$ cat src/rtl/rv32_instr_encoder_if.sv
// Request and instruction-memory write bus of the RV32I instruction encoder.
// The slave side is the encoder; the master side is the loader feeding it and the memory acking it.
interface rv32_instr_encoder_if #(
    parameter int ADDR_W = 8
) ();
    logic              req_valid;
    logic              req_ready;
    logic [6:0]        opcode;
    logic [4:0]        rd;
    logic [4:0]        rs1;
    logic [4:0]        rs2;
    logic [2:0]        funct3;
    logic [6:0]        funct7;
    logic [31:0]       imm;
    logic              mem_we;
    logic [ADDR_W-1:0] mem_addr;
    logic [31:0]       mem_wdata;
    logic              mem_ack;

    modport slave (
        input  req_valid, opcode, rd, rs1, rs2, funct3, funct7, imm, mem_ack,
        output req_ready, mem_we, mem_addr, mem_wdata
    );

    modport master (
        output req_valid, opcode, rd, rs1, rs2, funct3, funct7, imm, mem_ack,
        input  req_ready, mem_we, mem_addr, mem_wdata
    );
endinterface

$ cat src/rtl/rv32_instr_encoder.sv
// Encodes RV32I instruction fields into 32-bit words and writes them to instruction memory
// at an auto-incrementing word address; illegal opcodes and unencodable immediates are flagged.
module rv32_instr_encoder #(
    parameter int                ADDR_W    = 8,
    parameter logic [ADDR_W-1:0] BASE_ADDR = '0
) (
    input  logic                    clk,
    input  logic                    reset,
    input  logic                    clear,
    rv32_instr_encoder_if.slave     bus,
    output logic [15:0]             instr_count,
    output logic                    err_illegal,
    output logic                    err_imm
);
    localparam logic [6:0] OP_R      = 7'b0110011;
    localparam logic [6:0] OP_IMM    = 7'b0010011;
    localparam logic [6:0] OP_LOAD   = 7'b0000011;
    localparam logic [6:0] OP_JALR   = 7'b1100111;
    localparam logic [6:0] OP_STORE  = 7'b0100011;
    localparam logic [6:0] OP_BRANCH = 7'b1100011;
    localparam logic [6:0] OP_LUI    = 7'b0110111;
    localparam logic [6:0] OP_AUIPC  = 7'b0010111;
    localparam logic [6:0] OP_JAL    = 7'b1101111;

    typedef enum logic [1:0] {IDLE, ENC, WRITE} state_t;

    state_t            state, state_nxt;
    logic [6:0]        op_q;
    logic [4:0]        rd_q, rs1_q, rs2_q;
    logic [2:0]        f3_q;
    logic [6:0]        f7_q;
    logic [31:0]       imm_q;
    logic [ADDR_W-1:0] addr_q;
    logic [31:0]       wdata_q;
    logic [31:0]       word;
    logic              bad_op, bad_imm, accept;
    logic              i_fits, b_fits, j_fits;

    assign bus.req_ready = (state == IDLE) && !clear;
    assign bus.mem_we    = (state == WRITE);
    assign bus.mem_addr  = addr_q;
    assign bus.mem_wdata = wdata_q;
    assign accept        = bus.req_valid && bus.req_ready;

    // Range checks as sign-extension tests: all bits above the field's sign bit must match it.
    assign i_fits = (imm_q[31:11] == '0) || (imm_q[31:11] == '1);
    assign b_fits = ((imm_q[31:12] == '0) || (imm_q[31:12] == '1)) && !imm_q[0];
    assign j_fits = ((imm_q[31:20] == '0) || (imm_q[31:20] == '1)) && !imm_q[0];

    always_ff @(posedge clk) begin
        if (reset) state <= IDLE;
        else       state <= state_nxt;
    end

    always_comb begin
        state_nxt = state;
        case (state)
            IDLE:    if (accept) state_nxt = ENC;
            ENC:     state_nxt = (bad_op || bad_imm) ? IDLE : WRITE;
            WRITE:   if (bus.mem_ack) state_nxt = IDLE;
            default: state_nxt = IDLE;
        endcase
    end

    always_comb begin
        word    = '0;
        bad_op  = 1'b0;
        bad_imm = 1'b0;
        case (op_q)
            OP_R: word = {f7_q, rs2_q, rs1_q, f3_q, rd_q, op_q};
            OP_IMM: begin
                if (f3_q == 3'b001 || f3_q == 3'b101) begin
                    word    = {f7_q, imm_q[4:0], rs1_q, f3_q, rd_q, op_q};
                    bad_imm = (imm_q[31:5] != '0);
                end else begin
                    word    = {imm_q[11:0], rs1_q, f3_q, rd_q, op_q};
                    bad_imm = !i_fits;
                end
            end
            OP_LOAD, OP_JALR: begin
                word    = {imm_q[11:0], rs1_q, f3_q, rd_q, op_q};
                bad_imm = !i_fits;
            end
            OP_STORE: begin
                word    = {imm_q[11:5], rs2_q, rs1_q, f3_q, imm_q[4:0], op_q};
                bad_imm = !i_fits;
            end
            OP_BRANCH: begin
                word    = {imm_q[12], imm_q[10:5], rs2_q, rs1_q, f3_q, imm_q[4:1], imm_q[11], op_q};
                bad_imm = !b_fits;
            end
            OP_LUI, OP_AUIPC: begin
                word    = {imm_q[31:12], rd_q, op_q};
                bad_imm = (imm_q[11:0] != '0);
            end
            OP_JAL: begin
                word    = {imm_q[20], imm_q[10:1], imm_q[11], imm_q[19:12], rd_q, op_q};
                bad_imm = !j_fits;
            end
            default: bad_op = 1'b1;
        endcase
    end

    always_ff @(posedge clk) begin
        if (accept) begin
            op_q  <= bus.opcode;
            rd_q  <= bus.rd;
            rs1_q <= bus.rs1;
            rs2_q <= bus.rs2;
            f3_q  <= bus.funct3;
            f7_q  <= bus.funct7;
            imm_q <= bus.imm;
        end
    end

    // Address and count only move on an acknowledged write, or on clear while idle.
    always_ff @(posedge clk) begin
        if (reset) begin
            addr_q      <= BASE_ADDR;
            wdata_q     <= '0;
            instr_count <= '0;
            err_illegal <= 1'b0;
            err_imm     <= 1'b0;
        end else begin
            err_illegal <= (state == ENC) && bad_op;
            err_imm     <= (state == ENC) && bad_imm;
            if (state == IDLE && clear) begin
                addr_q      <= BASE_ADDR;
                instr_count <= '0;
            end
            if (state == ENC && !bad_op && !bad_imm) wdata_q <= word;
            if (state == WRITE && bus.mem_ack) begin
                addr_q <= addr_q + 1'b1;
                if (instr_count != 16'hFFFF) instr_count <= instr_count + 16'd1;
            end
        end
    end
endmodule

$ cat src/flat_wrapper.sv
// flat-port wrapper written by rule: the top's interface ports become plain ports
module rv32_instr_encoder_flat 
#(
    parameter int                ADDR_W    = 8,
    parameter logic [ADDR_W-1:0] BASE_ADDR = '0
)
  (clk, reset, clear, instr_count, err_illegal, err_imm, bus_req_valid, bus_opcode, bus_rd, bus_rs1, bus_rs2, bus_funct3, bus_funct7, bus_imm, bus_mem_ack, bus_req_ready, bus_mem_we, bus_mem_addr, bus_mem_wdata);
  rv32_instr_encoder_if #(.ADDR_W(ADDR_W)) bus_i ();
  input  logic clk;
  input  logic reset;
  input  logic clear;
  output logic [15:0] instr_count;
  output logic err_illegal;
  output logic err_imm;
  input wire logic [$bits(bus_i.req_valid)-1:0] bus_req_valid;
  input wire logic [$bits(bus_i.opcode)-1:0] bus_opcode;
  input wire logic [$bits(bus_i.rd)-1:0] bus_rd;
  input wire logic [$bits(bus_i.rs1)-1:0] bus_rs1;
  input wire logic [$bits(bus_i.rs2)-1:0] bus_rs2;
  input wire logic [$bits(bus_i.funct3)-1:0] bus_funct3;
  input wire logic [$bits(bus_i.funct7)-1:0] bus_funct7;
  input wire logic [$bits(bus_i.imm)-1:0] bus_imm;
  input wire logic [$bits(bus_i.mem_ack)-1:0] bus_mem_ack;
  output wire logic [$bits(bus_i.req_ready)-1:0] bus_req_ready;
  output wire logic [$bits(bus_i.mem_we)-1:0] bus_mem_we;
  output wire logic [$bits(bus_i.mem_addr)-1:0] bus_mem_addr;
  output wire logic [$bits(bus_i.mem_wdata)-1:0] bus_mem_wdata;
  assign bus_i.req_valid = bus_req_valid;
  assign bus_i.opcode = bus_opcode;
  assign bus_i.rd = bus_rd;
  assign bus_i.rs1 = bus_rs1;
  assign bus_i.rs2 = bus_rs2;
  assign bus_i.funct3 = bus_funct3;
  assign bus_i.funct7 = bus_funct7;
  assign bus_i.imm = bus_imm;
  assign bus_i.mem_ack = bus_mem_ack;
  assign bus_req_ready = bus_i.req_ready;
  assign bus_mem_we = bus_i.mem_we;
  assign bus_mem_addr = bus_i.mem_addr;
  assign bus_mem_wdata = bus_i.mem_wdata;
  rv32_instr_encoder #(.ADDR_W(ADDR_W), .BASE_ADDR(BASE_ADDR)) u_core (.clk(clk), .reset(reset), .clear(clear), .bus(bus_i), .instr_count(instr_count), .err_illegal(err_illegal), .err_imm(err_imm));
endmodule
$ cat config.mk
export PLATFORM = sky130hd
export DESIGN_NAME = rv32_instr_encoder_flat
export DESIGN_NICKNAME = d
export VERILOG_FILES = /design/src/rtl/rv32_instr_encoder_if.sv /design/src/rtl/rv32_instr_encoder.sv /design/src/flat_wrapper.sv
export SDC_FILE = /design/constraint.sdc
export NUM_CORES = 1
export LEC_CHECK = 0
export ABC_AREA = 1
export BUFFER_PORTS_ARGS = -buffer_cell sky130_fd_sc_hd__buf_2
export CAP_MARGIN = 10
export CORE_MARGIN = 2
export CORE_UTILIZATION = 55
export CTS_BUF_LIST = sky130_fd_sc_hd__clkbuf_2
export DETAILED_ROUTE_END_ITERATION = 7
export PLACE_DENSITY = 0.81
export SLEW_MARGIN = 20
export SYNTH_ARGS = -nofsm -noshare
export SYNTH_HDL_FRONTEND = slang
export SYNTH_SLANG_ARGS = --single-unit
$ cat constraint.sdc
create_clock -name clk -period 3.55 [get_ports clk]
set_input_delay 1.065 -clock clk [delete_from_list [all_inputs] [get_ports clk]]
set_output_delay 1.065 -clock clk [all_outputs]
set_load 0.01 [all_outputs]
# == Yosys cells after proc, flatten, opt, wreduce, memory -nomap -nowiden ==
# Cells that the tools add are included.
# Widths: inputs -> output; s select.
# op_classes
eq_ne,19
add_sub_neg,2
n_reduce_logical,33
n_mux,14
# ops
cell,n
$pmux 32 s7,1
$mux 16,3
$mux 32,1
$reduce_bool 27->1,1
$eq 21x21->1 const B,1
$eq 7x6->1 const B,3
$eq 7x7->1 const B,3
$logic_not 21->1,1
$eq 20x20->1 const B,1
$logic_not 20->1,1
$add 16x1->16 const B,1
$mux 8,2
$ne 16x16->1 const B,1
$eq 7x5->1 const B,2
$eq 12x12->1 const B,1
$logic_not 12->1,1
$reduce_bool 12->1,1
$logic_and 1x1->1,10
$reduce_or 9->1,1
$add 8x1->8 const B,1
$eq 7x2->1 const B,1
$logic_not 1->1,6
$mux 2,3
$pmux 2 s3,1
other kinds (14),20
# totals
in_bits,69
ff_bits,124
word_cells,81

# == Longest topological paths before layout ==
# logic_depth
ltp_word,8
mapped_depth,15

# == Least setup slack after synthesis ==
# No wires, ideal clock.
# synth_path
path_type,input to register
from,input port clear
to,register u_core.f3_q[0] (enable)
path_slack_ps,363
setup_ps,418
t_arrival_ps,2769
path_stages,3
cell_sequence,nor3_1 > nand2_1 > inv_1
# synth_between
elab_chain_len,3
# synth_lines
element,line_no,source
from (decl),flat_wrapper.sv:11,input logic clear;
$logic_not 1->1,rv32_instr_encoder.sv:39,assign bus.req_ready = (state == IDLE) && !clear;
$logic_and 1x1->1,rv32_instr_encoder.sv:39,
$logic_and 1x1->1,rv32_instr_encoder.sv:43,assign accept = bus.req_valid && bus.req_ready;
via u_core.accept,rv32_instr_encoder.sv:36,"logic bad_op, bad_imm, accept;"
to (signal assigned),rv32_instr_encoder.sv:110,f3_q <= bus.funct3;
to (decl),rv32_instr_encoder.sv:30,logic [2:0] f3_q;
# The timed path passes the listed nets, and every way through them passes these cells.
# A chain may end at the register's enable or synchronous reset.

# == Final worst setup path ==
# layout_path
from,input port clear
to,output port bus_req_ready
# layout_between
elab_chain_len,2
# layout_lines
element,line_no,source
$logic_not 1->1,rv32_instr_encoder.sv:39,
$logic_and 1x1->1,rv32_instr_encoder.sv:39,
to (decl),flat_wrapper.sv:24,output wire logic [$bits(bus_i.req_ready)-1:0] bus_req_ready;
# No other way between the ends.

==> flow_summary.toml <==
[power_and_ir_drop]
swShare_pct = 23.8
switchingPower_mw = 0.602
p_seq_share_pct = 62.3
ir_worst_vdd_mv = 0.255
cellPowerDensity_nw_per_um2 = 389
comb_power_share_pct = 5.6
p_leak_nw = 2.82
power.internal_mw = 1.93
pwr-share-clk_pct = 32.2

[synth]
synth_top_area_share_pct = 34.7
synth_edf_count = 64
yosys-top-cells-area = "edfxtp_1 35%, dfxtp_1 22%, nand2_1 11%, nor2_1 6.5%, a21oi_1 5.9%"
synth_cell_types = 34
yosysWarnings = 0
syn_inst = 655
synth_area_leader_cell = "edfxtp_1"
synth_area_um2 = 5550
syn_nets = 726
yosys_register_bits = 124
ys_seq_area_share_pct = 56.3
ys.flop_type = "edfxtp_1"
syn_avg_cell_area_um2 = 8.47
async_flop_share_pct = 0

[final_layout]
nNetsFinal = 856
final_design_area_no_fill_um2 = 6500
antenna_cells = 0
drive_gt1_share_pct = 22.8
final_common_cell = "nand2_1"
fill_cells = 835
final_cells = 931
mostFrequentLayoutCells = "159 x nand2_1, 128 x buf_2, 96 x nor2_1, 65 x a21oi_1, 64 x edfxtp_1"
area_growth_pct = 17.2

[outcome]
status = "completed"

[worst_setup_path]
reg2reg_from = "u_core.op_q[6]"
critical_path.max_fanout = 2
worstSetupPathType = "in2out"
crit_required_ns = 2.48
critPathCapture = "bus_req_ready"
worst_setup_path_start_kind = "primary input"
ff2ff_setup_slack_ns = 0.97
cp-end-kind = "output pin"
rr_worst_depth = 9
reg2reg_to = "u_core.bus.mem_wdata[19]"
startpoint = "clear"
crit_arrival_ns = 1.55

[clocking]
cts_tree = "done"
cts_setup_buffers = 0
htreeDepth = 4
path_clk_slew_ns = 0.14
clock-sinks = 124
root_buffer = "clkbuf_2"
cts_buffer_depth = 2
hold_buffers = 0
clk-insertion-delay-late_ns = 0.69
cts_resized = 0
numCtsBuffers = 17

[placed_design]
place_area_um2 = 6290
dp.cells = 899
place_congestion = 0.933
hpwl_um = 9590
io_buffers = 128

[floorplan]
core_area_um2 = 9770
die-area_um2 = 10900
die_x_um = 104
io_pins = 129
initial_utilization_pct = 56.7
row_count = 36
die_h_um = 104

[routing]
dr.pass1.iters = 6
vias_per_cell = 5.18
wl_um = 12900
ant_nets = 0
drt_iter0_markers = 367
vias = 4824
wl_per_cell_um = 13.9
drc = 0

[sta]
rsz0062_at_grt = "no"
fin_crit_ns = 2.62
timing.slew.headroom_pct = 52.7
finalHoldViolCount = 0
finClkSkew_ns = 0.0331
tightest_slew_ns = 0.708
setup_viol = 0
fmax_mhz = 382
setup_tns_ns = 0
fin_crit_sh_pct = 73.8
maxSlewViolCount = 0

[global_route]
grt_max_degree = 49
grt_overflow = 0
antenna_found_initial = 0
grt_usage_pct = 24.0
grt_pass1_vias = 4354
grt_pass1_wl_um = 20500

[flow_run]
cap_violations = 0

[min_path]
hp-class = "reg2reg"
-- per-layer routing --
metal / GRT usage (%) / part of all wire (%)
met5: 0 / 0
met2: 38.2 / 48
met1: 31.9 / 44
met4: 7.72 / 1.2
met3: 6.77 / 6.6
-- cell families (layout without fill, tap and decap cells) --
kind of cell	count (synthesis)	in the layout	synth area share, %
adder cells (fa/ha/maj)	2	2	0.451
AO/OA/AOI/OAI	110	110	11.6
flip-flops	124	124	56.3
AND/OR/NAND/NOR	336	336	25.2
buffers and inverters	83	226	6.43
-- through the flow --
| step | utilization, % | total power, mW | worst slack (ns) | hold slack [ns] |
|---|---|---|---|---|
| final | 66.5 | 2.53 | 0.931 | 0.464 |
| after global routing | 66.5 | 2.64 | 0.725 | 0.465 |
| after CTS | 66.5 | 2.55 | 0.932 | 0.467 |
| after global placement | 64.4 | 1.74 | 0.976 | 0.435 |
| after detailed placement | 64.4 | 1.74 | 0.932 | 0.446 |
| after floorplan | - | 1.67 | 0.363 | 0.474 |
-- cells in the mapped netlist (3+ instances only) --
library cell	n
a21oi_1	65
a22oi_1	13
buf_2	9
buf_6	4
clkbuf_1	8
clkinv_1	4
dfxtp_1	60
edfxtp_1	64
inv_1	50
inv_2	7
nand2_1	159
nand2_2	3
nand3_1	49
nand4_1	8
nor2_1	96
nor2_2	3
nor3_1	14
o211ai_1	3
o21ai_0	14
-- worst min path at each step --
stage / endpoint / slack, ns / cells past startpoint / startpoint
detailed placement: u_core.bus.mem_wdata[0] / 0.45 / 2 / u_core.bus.mem_wdata[0]
global route: u_core.rs1_q[1] / 0.47 / 1 / bus_rs1[1]
global placement: u_core.bus.mem_wdata[0] / 0.44 / 2 / u_core.bus.mem_wdata[0]
floorplan: u_core.bus.mem_wdata[0] / 0.47 / 2 / u_core.bus.mem_wdata[0]
finish: u_core.bus.mem_wdata[0] / 0.46 / 2 / u_core.bus.mem_wdata[0]
CTS: u_core.bus.mem_wdata[0] / 0.47 / 2 / u_core.bus.mem_wdata[0]
-- state kept, by name, indices dropped and copies added (netlist names) --
register / cells
u_core.bus.mem_addr: 8
u_core.bus.mem_wdata: 32
u_core.err_illegal: 1
u_core.err_imm: 1
u_core.f3_q: 3
u_core.f7_q: 7
u_core.imm_q: 32
u_core.instr_count: 16
u_core.op_q: 7
u_core.rd_q: 5
u_core.rs1_q: 5
u_core.rs2_q: 5
u_core.state: 2
-- critical path: stages --
cell and delay, ns:
buf_2 0.10, nor3_1 0.20, buf_2 0.18
-- power groups by stage --
stage	clock network [mW]	registers [mW]	logic, mW
2_1_floorplan	0	1.60	0.0734
3_3_place_gp	0	1.60	0.137
3_5_place_dp	0	1.60	0.140
4_1_cts	0.833	1.57	0.140
5_1_grt	0.904	1.58	0.157
6_report	0.813	1.57	0.140
-- area by class of cell --
| type | instances | area [um2] | share of cell area, % |
|---|---|---|---|
| clock buffer | 21 | 105 | 1.62 |
| clock inverter | 11 | 101 | 1.56 |
| inverter | 61 | 229 | 3.52 |
| multi-input combinational | 448 | 2070 | 31.9 |
| sequential | 124 | 3120 | 48.1 |
| tap | 133 | 166 | 2.56 |
| timing repair buffer | 133 | 703 | 10.8 |
No activity file was read; power rests on OpenSTA's default activity.
